==> src/rtl/serial_adder_if.sv <==
// Operand/result handshake bundle for serial_adder.
// Optional ovf field exists only when OVERFLOW_DETECT_EN is defined.
interface serial_adder_if #(
    parameter int WIDTH = 8
);
    logic             in_valid;
    logic             in_ready;
    logic [WIDTH-1:0] a;
    logic [WIDTH-1:0] b;
    logic             cin;
    logic             out_valid;
    logic             out_ready;
    logic [WIDTH-1:0] sum;
    logic             cout;
`ifdef OVERFLOW_DETECT_EN
    logic             ovf;

    modport master (
        output in_valid, a, b, cin, out_ready,
        input  in_ready, out_valid, sum, cout, ovf
    );

    modport slave (
        input  in_valid, a, b, cin, out_ready,
        output in_ready, out_valid, sum, cout, ovf
    );
`else
    modport master (
        output in_valid, a, b, cin, out_ready,
        input  in_ready, out_valid, sum, cout
    );

    modport slave (
        input  in_valid, a, b, cin, out_ready,
        output in_ready, out_valid, sum, cout
    );
`endif
endinterface

==> src/rtl/serial_adder.sv <==
// Bit-serial LSB-first adder reusing one full-adder cell WIDTH times.
// Define OVERFLOW_DETECT_EN to add the signed-overflow flag (ovf).
module serial_adder #(
    parameter int WIDTH = 8,
    parameter int CNT_W = 5
) (
    input  logic        clk,
    input  logic        rst,
    serial_adder_if.slave bus
);

    typedef enum logic [1:0] {
        ST_IDLE  = 2'd0,
        ST_SHIFT = 2'd1,
        ST_DONE  = 2'd2
    } state_t;

    localparam logic [CNT_W-1:0] LAST_CNT = CNT_W'(WIDTH - 1);
    localparam logic [CNT_W-1:0] CNT_ONE  = CNT_W'(1);

    function automatic logic fa_sum(input logic x, input logic y, input logic c);
        return x ^ y ^ c;
    endfunction

    function automatic logic fa_carry(input logic x, input logic y, input logic c);
        return (x & y) | (x & c) | (y & c);
    endfunction

    state_t           state_r;
    state_t           state_s;
    logic [WIDTH-1:0] a_sh_r;
    logic [WIDTH-1:0] a_sh_s;
    logic [WIDTH-1:0] b_sh_r;
    logic [WIDTH-1:0] b_sh_s;
    logic [WIDTH-1:0] sum_r;
    logic [WIDTH-1:0] sum_s;
    logic             carry_r;
    logic             carry_s;
    logic             cout_r;
    logic             cout_s;
    logic [CNT_W-1:0] cnt_r;
    logic [CNT_W-1:0] cnt_s;
    logic             in_ready_r;
    logic             in_ready_s;
    logic             out_valid_r;
    logic             out_valid_s;
    logic             bit_sum_s;
    logic             bit_carry_s;
    logic             last_bit_s;
`ifdef OVERFLOW_DETECT_EN
    logic             ovf_r;
    logic             ovf_s;
`endif

    // Shared full-adder cell fed by the LSBs of the operand shift registers
    always_comb begin
        bit_sum_s   = fa_sum(a_sh_r[0], b_sh_r[0], carry_r);
        bit_carry_s = fa_carry(a_sh_r[0], b_sh_r[0], carry_r);
        last_bit_s  = (cnt_r == LAST_CNT);
    end

    // Next-state and next-datapath logic
    always_comb begin
        state_s = state_r;
        a_sh_s  = a_sh_r;
        b_sh_s  = b_sh_r;
        sum_s   = sum_r;
        carry_s = carry_r;
        cout_s  = cout_r;
        cnt_s   = cnt_r;
`ifdef OVERFLOW_DETECT_EN
        ovf_s   = ovf_r;
`endif
        case (state_r)
            ST_IDLE: begin
                if (bus.in_valid) begin
                    a_sh_s  = bus.a;
                    b_sh_s  = bus.b;
                    carry_s = bus.cin;
                    cnt_s   = {CNT_W{1'b0}};
                    state_s = ST_SHIFT;
                end else begin
                    state_s = ST_IDLE;
                end
            end
            ST_SHIFT: begin
                // Sum bits enter at the MSB so bit 0 lands in the LSB after WIDTH shifts
                sum_s   = {bit_sum_s, sum_r[WIDTH-1:1]};
                a_sh_s  = {1'b0, a_sh_r[WIDTH-1:1]};
                b_sh_s  = {1'b0, b_sh_r[WIDTH-1:1]};
                carry_s = bit_carry_s;
                cnt_s   = cnt_r + CNT_ONE;
                if (last_bit_s) begin
                    cout_s  = bit_carry_s;
`ifdef OVERFLOW_DETECT_EN
                    ovf_s   = carry_r ^ bit_carry_s;
`endif
                    state_s = ST_DONE;
                end else begin
                    state_s = ST_SHIFT;
                end
            end
            ST_DONE: begin
                if (bus.out_ready) begin
                    state_s = ST_IDLE;
                end else begin
                    state_s = ST_DONE;
                end
            end
            default: begin
                state_s = ST_IDLE;
            end
        endcase
        in_ready_s  = (state_s == ST_IDLE);
        out_valid_s = (state_s == ST_DONE);
    end

    // State and datapath registers; reset wins over any in-flight addition
    always_ff @(posedge clk) begin
        if (rst) begin
            state_r     <= ST_IDLE;
            a_sh_r      <= {WIDTH{1'b0}};
            b_sh_r      <= {WIDTH{1'b0}};
            sum_r       <= {WIDTH{1'b0}};
            carry_r     <= 1'b0;
            cout_r      <= 1'b0;
            cnt_r       <= {CNT_W{1'b0}};
            in_ready_r  <= 1'b1;
            out_valid_r <= 1'b0;
`ifdef OVERFLOW_DETECT_EN
            ovf_r       <= 1'b0;
`endif
        end else begin
            state_r     <= state_s;
            a_sh_r      <= a_sh_s;
            b_sh_r      <= b_sh_s;
            sum_r       <= sum_s;
            carry_r     <= carry_s;
            cout_r      <= cout_s;
            cnt_r       <= cnt_s;
            in_ready_r  <= in_ready_s;
            out_valid_r <= out_valid_s;
`ifdef OVERFLOW_DETECT_EN
            ovf_r       <= ovf_s;
`endif
        end
    end

    assign bus.in_ready  = in_ready_r;
    assign bus.out_valid = out_valid_r;
    assign bus.sum       = sum_r;
    assign bus.cout      = cout_r;
`ifdef OVERFLOW_DETECT_EN
    assign bus.ovf       = ovf_r;
`endif

endmodule
==> src/flat_wrapper.sv <==
// flat-port wrapper written by rule: the top's interface ports become plain ports
module serial_adder_flat 
#(
    parameter int WIDTH = 8,
    parameter int CNT_W = 5
)
  (clk, rst, bus_in_valid, bus_a, bus_b, bus_cin, bus_out_ready, bus_in_ready, bus_out_valid, bus_sum, bus_cout);
  serial_adder_if #(.WIDTH(WIDTH)) bus_i ();
  input  logic clk;
  input  logic rst;
  input wire logic [$bits(bus_i.in_valid)-1:0] bus_in_valid;
  input wire logic [$bits(bus_i.a)-1:0] bus_a;
  input wire logic [$bits(bus_i.b)-1:0] bus_b;
  input wire logic [$bits(bus_i.cin)-1:0] bus_cin;
  input wire logic [$bits(bus_i.out_ready)-1:0] bus_out_ready;
  output wire logic [$bits(bus_i.in_ready)-1:0] bus_in_ready;
  output wire logic [$bits(bus_i.out_valid)-1:0] bus_out_valid;
  output wire logic [$bits(bus_i.sum)-1:0] bus_sum;
  output wire logic [$bits(bus_i.cout)-1:0] bus_cout;
  assign bus_i.in_valid = bus_in_valid;
  assign bus_i.a = bus_a;
  assign bus_i.b = bus_b;
  assign bus_i.cin = bus_cin;
  assign bus_i.out_ready = bus_out_ready;
  assign bus_in_ready = bus_i.in_ready;
  assign bus_out_valid = bus_i.out_valid;
  assign bus_sum = bus_i.sum;
  assign bus_cout = bus_i.cout;
  serial_adder #(.WIDTH(WIDTH), .CNT_W(CNT_W)) u_core (.clk(clk), .rst(rst), .bus(bus_i));
endmodule
==> config.mk <==
export PLATFORM = sky130hd
export DESIGN_NAME = serial_adder_flat
export DESIGN_NICKNAME = d
export VERILOG_FILES = /design/src/rtl/serial_adder_if.sv /design/src/rtl/serial_adder.sv /design/src/flat_wrapper.sv
export SDC_FILE = /design/constraint.sdc
export NUM_CORES = 1
export LEC_CHECK = 0
export BUFFER_PORTS_ARGS = -buffer_cell sky130_fd_sc_hd__buf_2
export CORE_MARGIN = 2
export CORE_UTILIZATION = 50
export DETAILED_ROUTE_END_ITERATION = 10
export MAX_ROUTING_LAYER = met4
export PLACE_DENSITY = 0.77
export SETUP_SLACK_MARGIN = 0.15
export SYNTH_ARGS = -nofsm -noshare
export SYNTH_HDL_FRONTEND = slang
export SYNTH_SLANG_ARGS = --single-unit
==> constraint.sdc <==
create_clock -name clk -period 1.53 [get_ports clk]
set_input_delay 0.153 -clock clk [delete_from_list [all_inputs] [get_ports clk]]
set_output_delay 0.153 -clock clk [all_outputs]
set_load 0.03 [all_outputs]
After elaboration in Yosys (flattened, before gate mapping). Cells that the tools add are included.

Logic and storage cells: 39. Output and inout port bits: 11. Flip-flop bits (word level): 35. Bits of input ports: 21.

Reductions and logical operators: 5. Mux-type cells: 12. Bitwise gates (word level): 7. Add/sub/neg operators: 1. Eq/ne operators: 5.

Operators by type and width (count): one-hot mux 8 bit (2 select lines) (2); 2-to-1 mux 8 bit (2); one-hot mux 5 bit (2 select lines) (1); one-hot mux 2 bit (3 select lines) (1); adder 5 x 1 -> 5 bit, second input constant (1); equality test 5 x 3 -> 1 bit, second input constant (1); 2-to-1 mux 5 bit (1); equality test 2 bit, second input constant (2); zero test 2 bit (2); 2-to-1 mux 2 bit (2); AND reduction 2 bit (2); AND 1 bit (3); equality test 2 x 1 -> 1 bit, second input constant (1); 2-to-1 mux 1 bit (2); inequality test 2 bit, second input constant (1); OR 1 bit (2); one-hot mux 1 bit (2 select lines) (1); nonzero test 2 bit (1); bitwise XOR 1 bit (2).

Longest topological paths before layout.
Word-level depth: 4. Gate-level depth with buffers: 5. Depth with buffers taken out: 4.

Worst setup path before layout. Ideal clock, no wire load.

Kind: register to register. Start: register u_core.state_r[1]. End: register u_core.cout_r, in the netlist u_core.bus.cout. Path slack: 0.209 ns. Buffers on the path: 1. Data arrival time: 1.203 ns. Setup time: 0.119 ns. Stages on the path, launching flop included: 5. Required time: 1.411 ns. Period minus slack after synthesis: 1.321 ns. Cells stage by stage: dfxtp_1 -> nand2b_1 -> buf_6 -> or4_4 -> mux2i_1.

Longest elaborated chain between the ends: 2.

Ends and longest elaborated chain: start: declaration (RTL line serial_adder.sv:29) `state_t state_r;`; start signal: assignment (RTL line serial_adder.sv:134) `state_r <= state_s;`; equality test 2 x 1 -> 1 bit (RTL line serial_adder.sv:74) `case (state_r)`; AND reduction 2 bit (no source line); end signal: assignment (RTL line serial_adder.sv:139) `cout_r <= cout_s;`; end: declaration (RTL line serial_adder.sv:39) `logic cout_r;`.

Every way passes these cells. A chain may end at the register's enable or synchronous reset.

Worst setup path in the final report.
Start: register u_core.state_r[1]. End: register u_core.a_sh_r[2].

Longest elaborated chain between the ends: 3. Elaborated cells between the ends (all ways): 6. Those cells by class: eq/ne (2); mux (1); reduce/logical (3).

Ends and longest elaborated chain: equality test 2 x 1 -> 1 bit or zero test 2 bit (tied branches) (RTL line serial_adder.sv:74); nonzero test 2 bit (no source line) or inequality test 2 bit (tied branches); AND reduction 2 bit (no source line); end signal: assignment (RTL line serial_adder.sv:122) `a_sh_r <= {WIDTH{1'b0}};`; end signal: assignment (RTL line serial_adder.sv:135) `a_sh_r <= a_sh_s;`; end: declaration (RTL line serial_adder.sv:31) `logic [WIDTH-1:0] a_sh_r;`.

Parallel ways exist; a longest one is shown, timed or not.

==> impl_metrics.py <==
metrics = {
    "global_routing": {
        "grt_overflow": 0,
        "grt_max_degree": 37,
        "grt_first_pass_wirelength_microns": 5130,
        "grt_pass1_vias": 1230,
        "track_usage": 0.208,
        "antenna_found_initial": 0,
    },
    "die": {
        "dieArea_sq_um": 3310,
        "core-area_sq_um": 2730,
        "ioPinCount": 32,
        "die_y_microns": 57.5,
        "num_rows": 19,
        "start_util": 0.524,
        "die_w_microns": 57.5,
    },
    "critical_path": {
        "r2r-start": "u_core.state_r[1]",
        "cp.required_ns": 1.79,
        "endpoint_kind": "flop",
        "crit_path_max_fanout": 17,
        "crit_type": "flop to flop",
        "startpoint_type": "flop",
        "arrival_ns": 1.55,
        "crit_path_start": "u_core.state_r[1]",
    },
    "clocking": {
        "cts_setup_buffers": 0,
        "clkTransAtPathRegs_ns": 0.11,
        "cts_max_level": 2,
        "cts_buffers": 5,
        "tritoncts": "yes",
        "insertion_delay_ns": 0.35,
        "cts-root-buf": "clkbuf_4",
        "postCtsHoldBufs": 0,
        "cts_sinks": 35,
        "cts_buffer_depth": 2,
    },
    "pwr": {
        "p_sw_frac": 0.264,
        "clockPowerShare": 0.320,
        "power.total_uw": 1800,
        "powerDensity_nw_per_um2": 1060,
        "p_int_uw": 1320,
        "net-switching-power_uw": 475,
        "peakVddDrop_uv": 776,
        "seqPwrFrac": 0.552,
        "p_leak_uw": 0.000719,
        "p_comb_frac": 0.129,
    },
    "timing": {
        "maxSlewViolCount": 0,
        "finalHoldViolations": 0,
        "tightestPinTransition_ns": 0.626,
        "rsz0062_at_grt": "no",
        "relSlewSlack": 0.583,
        "fmax_ghz": 0.770,
        "min_period_ns": 1.30,
        "setup_viol": 0,
        "finClkSkew_ns": 0.0101,
        "setup_tns_ns": 0,
        "fin_crit_sh": 0.848,
    },
    "route": {
        "vias_per_cell": 5.58,
        "wl_microns": 3180,
        "wl_per_cell_microns": 13.7,
        "drt-pass1-iter-count": 4,
        "drc_errors": 0,
        "via_count": 1301,
        "postRouteAntennaNets": 0,
        "drtIter0Drc": 32,
    },
    "synth": {
        "synth_largest_area_cell": "dfxtp_1",
        "async_flop_share": 0,
        "ys_seq_area_frac": 0.490,
        "ys.flop_type": "dfxtp_1",
        "synth_nets": 196,
        "synthesis.area_sq_um": 1430,
        "synth_top_cell_area_share": 0.490,
        "synth_edf_count": 0,
        "yosys-top-cells-area": "dfxtp_1, nand2_1, a21oi_1",
        "synthCells": 173,
        "avgSynthCellArea_sq_um": 8.27,
        "yosys_warnings": 0,
        "yosysUniqueCellTypes": 24,
        "ys_ff_latch": 35,
    },
    "placed_design": {
        "dp_hpwl_microns": 1970,
        "gp_congestion": 0.772,
        "io_buffers": 31,
    },
    "finish": {
        "mostFrequentLayoutCells": "nand2_1, buf_2, dfxtp_1",
        "layout_commonest_cell": "nand2_1",
        "areaGrowthSynthToFinish_pct": 18.7,
        "nets": 224,
        "fin_util": 0.622,
        "antennaDiodeCount": 0,
        "layout-drive-gt1-share": 0.257,
    },
    "outcome": {
        "outcome": "completed",
    },
    "worst_hold_path": {
        "min_from": "bus_a[1]",
        "min_path_type": "input pin to flop",
    },
    "run": {
        "maxCapViolations": 0,
    },
}
## routing by layer
metal  GRT usage  share of wire  up-vias
met5           -              0        -
met4      0.0797          0.014        0
met3      0.0748          0.050        6
met2       0.352           0.50       33
met1       0.221           0.43      607
li1            -              -      655
## power by group through the flow
stage / clock [uW] / sequential (uW) / combinational (uW)
3_3_place_gp: 0 / 1010 / 217
2_1_floorplan: 0 / 1020 / 147
5_1_grt: 618 / 1000 / 258
4_1_cts: 588 / 990 / 226
6_report: 575 / 993 / 231
3_5_place_dp: 0 / 1010 / 223
## metrics by stage
stage	cells	cell area, sq um	hold WS, ns	setup WS (ns)
after detailed placement	225	1600	0.403	0.161
after floorplan	173	1430	0.294	0.209
final	233	1700	0.0344	0.232
after global routing	233	1700	0.0335	0.146
after CTS	233	1670	0.0299	0.154
after global placement	225	1600	0.394	0.214
## kinds of logic after synthesis
kind of cell               Yosys count  synth area share
and+or+nand+nor                     69             0.205
adders and majority gates            2            0.0227
AOI/OAI and AO/OA                   52             0.229
DFF                                 35             0.490
muxes                                1           0.00699
buffers and inverters               14            0.0472
## worst max-delay path: stages (launching register included)
cell and delay, ns:
dfxtp_2 0.36, o21ba_2 0.48, nor2_1 0.11, a211oi_1 0.27
## state kept, by name (all words and copies together) (netlist names)
register	flops
u_core.b_sh_r	8
u_core.bus.cout	1
u_core.cnt_r	5
u_core.bus.sum	8
u_core.carry_r	1
u_core.a_sh_r	8
u_core.state_r	2
u_core.bus.in_ready	1
u_core.bus.out_valid	1
## cells in the mapped netlist, drive strengths merged, types with 2 or more instances
| library cell | n |
|---|---|
| nor2 | 20 |
| a31oi | 2 |
| nor3 | 2 |
| nand2 | 35 |
| a22oi | 3 |
| dfxtp | 35 |
| clkbuf | 7 |
| a21oi | 26 |
| a211oi | 17 |
| or3 | 2 |
| nand3 | 4 |
| buf | 7 |
| nand2b | 3 |
## final cells by class
type / count / area, sq um
clock buffers: 8 / 68.8
fillers: 238 / 1030
multi-input cells: 124 / 686
flip-flops and latches: 35 / 708
well taps: 31 / 38.8
repair buffers: 35 / 198
## repair_timing
| item | 4_1_cts | 5_1_grt |
|---|---|---|
| setup endpoints to repair | 1 | 12 |
| resized for setup | 1 | 8 |
| endpoints found under the hold margin | 0 | 0 |
| gates cloned | 0 | 0 |
## path summary, 6_finish.rpt
check                                         end  slack [ns]  cells past startpoint
worst min-delay path             u_core.a_sh_r[1]        0.03                      3
worst min register to register  u_core.bus.sum[4]        0.47                      2
worst max-delay path             u_core.a_sh_r[2]        0.23                      3
worst max register to register   u_core.a_sh_r[2]        0.23                      3
Note: power is estimated with default switching activity, not from simulation.
